`src/rtl/jt900h_useq.sv`:
```
// Micro-sequencer for the JT900H control unit: computes the next ucode address from
// segment increment, dispatch, jump, JSR/RET through a return stack, and a counted micro-loop.
module jt900h_useq #(
  parameter int UA_W  = 14,
  parameter int LO_W  = 4,
  parameter int DEPTH = 4,
  parameter int CNT_W = 8,
  parameter logic [UA_W-1:0] RST_UA = '0,
  localparam int SW = $clog2(DEPTH+1)
) (
  input  logic             clk,
  input  logic             rst,
  input  logic             cen,
  input  logic             still,
  input  logic             ni,
  input  logic [UA_W-1:0]  ni_ua,
  input  logic             jmp,
  input  logic [UA_W-1:0]  jmp_ua,
  input  logic             jsr,
  input  logic             jsr_skip,
  input  logic [UA_W-1:0]  jsr_ua,
  input  logic             ret,
  input  logic             loop_set,
  input  logic [CNT_W-1:0] loop_cnt,
  input  logic             loop_chk,
  output logic [UA_W-1:0]  uaddr,
  output logic [SW-1:0]    stk_lvl,
  output logic             stk_ovf,
  output logic             stk_unf,
  output logic             loop_z
);

  localparam int IW = (DEPTH > 1) ? $clog2(DEPTH) : 1;
  localparam logic [SW-1:0] FULL = SW'(DEPTH);

  logic [UA_W-1:0]  stk [DEPTH];
  logic [CNT_W-1:0] cnt, cnt_nx;
  logic [LO_W-1:0]  lstart, lstart_nx;
  logic [UA_W-1:0]  uaddr_nx, inc_ua, top_ua;
  logic [SW-1:0]    lvl_nx;
  logic             ovf_nx, unf_nx, push;
  logic [IW-1:0]    wr_idx, rd_idx;
  logic             adv;

  assign adv    = cen & ~still;
  assign inc_ua = {uaddr[UA_W-1:LO_W], uaddr[LO_W-1:0] + LO_W'(1)};
  assign wr_idx = IW'(stk_lvl);
  assign rd_idx = IW'(stk_lvl - SW'(1));
  assign top_ua = stk[rd_idx];
  assign loop_z = (cnt == '0);

  always_comb begin
    uaddr_nx  = uaddr;
    lvl_nx    = stk_lvl;
    ovf_nx    = stk_ovf;
    unf_nx    = stk_unf;
    cnt_nx    = cnt;
    lstart_nx = lstart;
    push      = 1'b0;
    if (adv) begin
      if (ret) begin
        if (stk_lvl != '0) begin
          uaddr_nx = top_ua;
          lvl_nx   = stk_lvl - SW'(1);
        end else begin
          uaddr_nx = RST_UA;
          unf_nx   = 1'b1;
        end
      end else if (jsr && !jsr_skip) begin
        uaddr_nx = jsr_ua;
        if (stk_lvl == FULL) begin
          ovf_nx = 1'b1;
        end else begin
          push   = 1'b1;
          lvl_nx = stk_lvl + SW'(1);
        end
      end else if (jmp) begin
        uaddr_nx = jmp_ua;
      end else if (ni) begin
        uaddr_nx = ni_ua;
      end else if (loop_chk && !loop_set && !loop_z) begin
        // loop_set in the same cycle cancels the back-branch
        cnt_nx   = cnt - CNT_W'(1);
        uaddr_nx = {uaddr[UA_W-1:LO_W], lstart};
      end else begin
        uaddr_nx = inc_ua;
      end
      if (loop_set) begin
        cnt_nx    = loop_cnt;
        lstart_nx = uaddr[LO_W-1:0];
      end
    end
  end

  always_ff @(posedge clk) begin
    if (rst) begin
      uaddr   <= RST_UA;
      stk_lvl <= '0;
      stk_ovf <= 1'b0;
      stk_unf <= 1'b0;
      cnt     <= '0;
      lstart  <= '0;
    end else begin
      uaddr   <= uaddr_nx;
      stk_lvl <= lvl_nx;
      stk_ovf <= ovf_nx;
      stk_unf <= unf_nx;
      cnt     <= cnt_nx;
      lstart  <= lstart_nx;
    end
  end

  // Stack contents need no reset; stk_lvl alone marks what is valid.
  always_ff @(posedge clk) begin
    if (!rst && push) stk[wr_idx] <= inc_ua;
  end

endmodule
```
`config.mk`:
```
export PLATFORM = sky130hd
export DESIGN_NAME = jt900h_useq
export DESIGN_NICKNAME = d
export VERILOG_FILES = /design/src/rtl/jt900h_useq.sv
export SDC_FILE = /design/constraint.sdc
export NUM_CORES = 1
export LEC_CHECK = 0
export BUFFER_PORTS_ARGS = -buffer_cell sky130_fd_sc_hd__buf_2
export CAP_MARGIN = 10
export CORE_MARGIN = 10
export CORE_UTILIZATION = 45
export CTS_CLUSTER_SIZE = 16
export DETAILED_ROUTE_END_ITERATION = 10
export GPL_TIMING_DRIVEN = 0
export PLACE_DENSITY = 0.67
export SETUP_SLACK_MARGIN = 0.02
export SYNTH_ARGS = -nofsm -noshare
export SYNTH_HDL_FRONTEND = slang
export SYNTH_SLANG_ARGS = --single-unit
```
`constraint.sdc`:
```
create_clock -name clk -period 2.94 [get_ports clk]
set_input_delay 0.441 -clock clk [delete_from_list [all_inputs] [get_ports clk]]
set_output_delay 0.441 -clock clk [all_outputs]
set_load 0.005 [all_outputs]
```
==> results.json, run 1 <==
{
  "status": "finished, final reports clean",
  "final_common_cell": "buf_2",
  "routedWlPerCell_um": 19.4,
  "final_util": 0.551,
  "portBuffers": 78,
  "min_from": "loop_cnt[5]",
  "regArea_um2": 2300,
  "fin_crit_ns": 2.67,
  "maxCapViolCount": 0,
  "syn-instance-count": 349,
  "reg2reg_to": "uaddr[12]",
  "clk_path_buf_depth": 2,
  "pin_count": 81,
  "critPathMaxStageDelay_ns": 0.46,
  "start_util": 0.467,
  "cts_tree": "built",
  "final_cell_area_um2": 4850,
  "first_pass_iters": 4,
  "diodes": 0,
  "overflow": 0,
  "synth_flop_cell": "edfxtp_1",
  "fp.dieW_um": 116,
  "final_nets": 506,
  "clk_latency_ns": 0.35,
  "cts_setup_buffers": 0,
  "worstSetupPathType": "reg2reg",
  "crit_top_cell": "nor3_1",
  "grt_use_total": 0.166,
  "layout-drive-gt1-share": 0.308,
  "wirelength_um": 10700,
  "p_per_area_nw_per_um2": 522,
  "cp_num_buf_inv": 4,
  "hold_path.class": "in2reg",
  "fin_worst_skew_ns": 0.0107,
  "postSynthAreaPerCell_um2": 11.8,
  "yosys.cell_types.count": 51,
  "grt_pass1_wl_um": 17300,
  "cts.hold.buffers_added": 0,
  "die_y_um": 116,
  "regToRegStartpoint": "stk_lvl[0]",
  "netlist_area_um2": 4120,
  "cts_root_buffer": "clkbuf_8",
  "min_to": "cnt[5]",
  "ys_ff_latch": 87,
  "fin_total_pwr_w": 0.00253,
  "num_rows": 34,
  "cp.required_ns": 3.16,
  "multi_input_comb_area_um2": 1630,
  "cp-end-kind": "register",
  "syn_nets": 418,
  "vdd_ir_drop_max_mv": 0.375,
  "arrival_ns": 2.89,
  "cp_top_family": "buffers and inverters",
  "drt_iter0_drc": 230,
  "synthArstFlopShare": 0,
  "synth-edff-count": 56,
  "synth_seq_area_share": 0.559,
  "core_um2": 8810,
  "p_leak_nw": 1.83,
  "finalNonFillerCells": 550,
  "postPlaceCellArea_um2": 4640,
  "place_inst": 535,
  "hold_viol": 0,
  "htree_levels": 3,
  "max_slew_margin": 0.377,
  "reg2reg_slack_ns": 0.27,
  "start_kind": "register",
  "ant_nets": 0,
  "hold_path_depth": 3,
  "fill_cells": 785,
  "fmax_mhz": 375,
  "gp_congestion": 0.862,
  "vias": 3097,
  "dp_hpwl_um": 7920,
  "grt_pass1_vias": 3292,
  "crit_path_max_fanout": 10,
  "die_area_um2": 13400,
  "via_per_inst": 5.63,
  "clk_pin_slew_ns": 0.09,
  "tightest_slew_ns": 0.929,
  "clkSinkCount": 87,
  "drc": 0,
  "syn_to_final_growth_pct": 17.9,
  "setup_viol": 0,
  "maxSlewViolCount": 0,
  "yosysWarnings": 0,
  "rsz0062_at_grt": "no",
  "grt_max_degree": 18,
  "antenna_found_initial": 0,
  "final_cell_mix": "80 x buf_2, 56 x edfxtp_1, 43 x nor2_1",
  "cp_cell_sequence": "buf_2 > buf_4 > inv_1 > ha_2 > clkbuf_4 > mux4_2 > nor2b_1 > nor3_1 > nor3_1",
  "min_period_over_period": 0.908,
  "numCtsBuffers": 9,
  "cpMaxStageDelayCell": "ha_2",
  "rr_worst_depth": 9
}
==> cell families (layout without fill, tap and decap cells) <==
| group | after synthesis | in the layout | share of synthesized area |
|---|---|---|---|
| compound gates | 63 | 63 | 0.113 |
| fa+ha+maj | 8 | 8 | 0.0243 |
| simple gates | 128 | 128 | 0.159 |
| flops | 87 | 87 | 0.559 |
| xor+xnor | 4 | 4 | 0.00851 |
| buf+inv | 40 | 133 | 0.0465 |
| mux | 19 | 19 | 0.0894 |
==> Yosys cell counts, types with 2 or more instances <==
cell type / n / share of area
edfxtp_1: 56 / 0.41
nor2_1: 43 / 0.039
nor3_1: 34 / 0.041
dfxtp_1: 31 / 0.15
clkbuf_1: 16 / 0.015
nor2b_1: 15 / 0.023
a221oi_1: 14 / 0.030
mux4_2: 14 / 0.077
nand2_1: 11 / 0.010
buf_4: 10 / 0.018
a21oi_1: 9 / 0.011
inv_1: 9 / 0.0082
ha_1: 8 / 0.024
o21ai_0: 6 / 0.0073
o22ai_1: 6 / 0.0091
a22oi_1: 5 / 0.0091
and3_1: 4 / 0.0061
nand2b_1: 4 / 0.0061
nand3_1: 4 / 0.0049
o211ai_1: 4 / 0.0073
a221o_1: 3 / 0.0073
buf_2: 3 / 0.0036
mux2i_1: 3 / 0.0073
nor4_1: 3 / 0.0046
o21ai_1: 3 / 0.0036
xnor2_1: 3 / 0.0064
a31oi_1: 2 / 0.0030
a32oi_1: 2 / 0.0043
buf_1: 2 / 0.0018
==> state kept, by name, summed over array words and instances (netlist names) <==
| name | count |
|---|---|
| cnt | 8 |
| lstart | 4 |
| stk | 56 |
| stk_lvl | 3 |
| stk_ovf | 1 |
| stk_unf | 1 |
| uaddr | 14 |
==> how the worst max path moves through the flow <==
| stage | startpoint | end | slack, ns | cells past startpoint |
|---|---|---|---|---|
| after floorplan | stk_lvl[0] | uaddr[10] | 0.28 | 10 |
| after global placement | stk_lvl[0] | uaddr[10] | -0.48 | 10 |
| after detailed placement | stk_lvl[0] | uaddr[10] | -0.47 | 10 |
| after CTS | stk_lvl[0] | uaddr[10] | 0.05 | 9 |
| after global routing | stk_lvl[0] | uaddr[3] | 0.04 | 10 |
| final | stk_lvl[0] | uaddr[12] | 0.27 | 9 |
==> metal layers <==
layer  part of all wire  vias to the layer above  track usage
li1                   -                     1495            -
met1               0.40                     1474        0.199
met2               0.49                      121        0.279
met3              0.094                        7       0.0646
met4              0.012                        0       0.0309
met5                  0                        -            0
==> area by class of cell <==
type,count,area share
well taps,108,0.0278
inverters,9,0.00696
clock buffers,10,0.0263
clock inverters,6,0.0155
flip-flops and latches,87,0.474
plain buffers,30,0.0330
multi-input cells,222,0.336
repair buffers,78,0.0804
==> worst reg2reg max path: stages (launching register included) <==
cell and delay [ns]:
dfxtp_1 0.39, buf_2 0.27, buf_4 0.30, inv_1 0.14, ha_2 0.46, clkbuf_4 0.29
mux4_2 0.32, nor2b_1 0.15, nor3_1 0.15, nor3_1 0.07
==> timing repair <==
item                                    CTS  global route
gates resized for setup                   2             7
pin swaps                                 0             0
endpoints found under the setup margin   65            62
==> where the power goes <==
group / internal, W / switching [W] / total (W) / leakage [nW]
logic: 0.000152 / 0.000176 / 0.000329 / 0.970
clock network: 0.000408 / 0.000445 / 0.000853 / 0.0998
registers: 0.00132 / 0.0000272 / 0.00135 / 0.760
total: 0.00188 / 0.000649 / 0.00253 / 1.83
==> metrics by stage <==
stage | hold slack [ns] | worst slack, ns | TNS, ns
2_1_floorplan | 0.432 | 0.275 | 0
6_report | 0.348 | 0.272 | 0
4_1_cts | 0.337 | 0.0536 | 0
5_1_grt | 0.330 | 0.0384 | 0
3_5_place_dp | 0.454 | -0.471 | -4.60
3_3_place_gp | 0.444 | -0.477 | -4.73
Note: power is estimated with default switching activity, not from simulation.
==> run 2, diff against run 1 <==
- CORE_MARGIN: 10 -> unset
==> results.json, run 2 (synthesized netlist as in run 1, its figures left out) <==
{
  "status": "complete, but fails checks",
  "violations": "DRC",
  "rsz0062_at_grt": "no",
  "die_area_um2": 9530,
  "maxSlewViolCount": 0,
  "max_slew_margin": 0.386,
  "min_period_over_period": 0.899,
  "grt_use_total": 0.222,
  "grt_pass1_wl_um": 16200,
  "fin_total_pwr_w": 0.00245,
  "maxCapViolCount": 0,
  "p_leak_nw": 1.81,
  "p_sw_frac": 0.268,
  "vias": 3183,
  "cts_setup_buffers": 0,
  "final_nets": 506,
  "fin_worst_skew_ns": 0.0109,
  "p_per_area_nw_per_um2": 507,
  "portBuffers": 78,
  "fin_tns_setup_ns": 0,
  "clkSinkCount": 87,
  "fmax_mhz": 378,
  "top_regs": "stk (56), uaddr (14), cnt (8)",
  "p_clk_frac": 0.316,
  "p_switching_w": 0.000656,
  "drt_iter0_drc": 241,
  "grt_max_degree": 17,
  "place_inst": 535,
  "first_pass_iters": 8,
  "fp.dieW_um": 97.6,
  "pwr-share-comb": 0.133,
  "hold_path.class": "in2reg",
  "num_rows": 34,
  "setup_viol": 0,
  "finalNonFillerCells": 550,
  "overflow": 0,
  "start_util": 0.467,
  "final_cell_mix": "80 x buf_2, 56 x edfxtp_1, 43 x nor2_1",
  "clk_latency_ns": 0.36,
  "clk_pin_slew_ns": 0.09,
  "tightest_slew_ns": 0.915,
  "syn_to_final_growth_pct": 17.4,
  "cts_root_buffer": "clkbuf_8",
  "final_common_cell": "buf_2",
  "pin_count": 81,
  "layout-drive-gt1-share": 0.308,
  "antenna_found_initial": 0,
  "cts.hold.buffers_added": 0,
  "top_register": "stk",
  "hold_viol": 0,
  "diodes": 0,
  "die_y_um": 97.6,
  "routedWlPerCell_um": 18.1,
  "p_seq_frac": 0.551,
  "core_um2": 8810,
  "arrival_ns": 2.86,
  "timing.hold.ws_ns": 0.346,
  "vdd_ir_drop_max_mv": 0.273,
  "clk_path_buf_depth": 2,
  "grt_pass1_vias": 3112,
  "crit_path_max_fanout": 10,
  "dp_slack_ns": -0.405,
  "start_kind": "register",
  "dp_hpwl_um": 7200,
  "ant_nets": 0,
  "setup_slack_ns": 0.297,
  "wirelength_um": 9960,
  "numCtsBuffers": 9,
  "worstSetupPathType": "reg2reg",
  "gp_congestion": 0.839,
  "via_per_inst": 5.79,
  "cp-end-kind": "register",
  "cp.required_ns": 3.15,
  "fin_crit_ns": 2.64,
  "drc": 10,
  "largest_reg_flops": 56,
  "fill_cells": 810,
  "cts_tree": "built",
  "internal_power_w": 0.00179,
  "htree_levels": 3
}
run 2: path summary, 6_finish.rpt:
kind	startpoint	end	slack (ns)	cells after the start
worst min register to register	lstart[3]	lstart[3]	0.47	2
worst max register to register	stk_lvl[0]	uaddr[11]	0.30	9
worst max-delay path	stk_lvl[0]	uaddr[11]	0.30	9
worst min-delay path	loop_cnt[7]	cnt[7]	0.35	3
run 2: power by group through the flow:
stage          clock (W)  sequential (W)  combinational (W)
4_1_cts         0.000786         0.00135           0.000328
5_1_grt         0.000828         0.00135           0.000361
2_1_floorplan          0         0.00137           0.000209
6_report        0.000774         0.00135           0.000327
3_5_place_dp           0         0.00138           0.000325
3_3_place_gp           0         0.00138           0.000320
run 2: cell type report:
cell class	instances	area (µm²)	area share
Sequential cell	87	2300	0.477
Multi-Input combinational cell	222	1630	0.337
Timing Repair Buffer	78	390	0.0808
Buffer	30	160	0.0332
Tap cell	108	135	0.0280
Clock buffer	10	128	0.0264
Clock inverter	6	51.3	0.0106
Inverter	9	33.8	0.00699
run 2: routing by layer:
| metal | global-route usage | vias to the layer above | routed length (µm) |
|---|---|---|---|
| li1 | - | 1497 | - |
| met1 | 0.295 | 1564 | 4290 |
| met2 | 0.382 | 110 | 4950 |
| met3 | 0.0324 | 12 | 626 |
| met4 | 0.0571 | 0 | 94 |
| met5 | 0 | - | 0 |
run 2: critical path, stage by stage (launching register included):
cell and delay (ns):
dfxtp_1 0.39, buf_2 0.26, buf_4 0.28, inv_1 0.14, ha_2 0.45, clkbuf_4 0.27
mux4_2 0.33, nor2b_1 0.15, nor3_1 0.15, nor3_1 0.07
run 2: what timing repair did:
item                                   4_1_cts  5_1_grt
resized for setup                            3        5
setup endpoints to repair                   65       64
endpoints found under the hold margin        0        0
run 2: through the flow:
stage                      util  area (µm²)
after floorplan               -        4120
after global placement    0.527        4640
after detailed placement  0.527        4640
after CTS                 0.548        4820
after global routing      0.548        4830
final                     0.548        4830
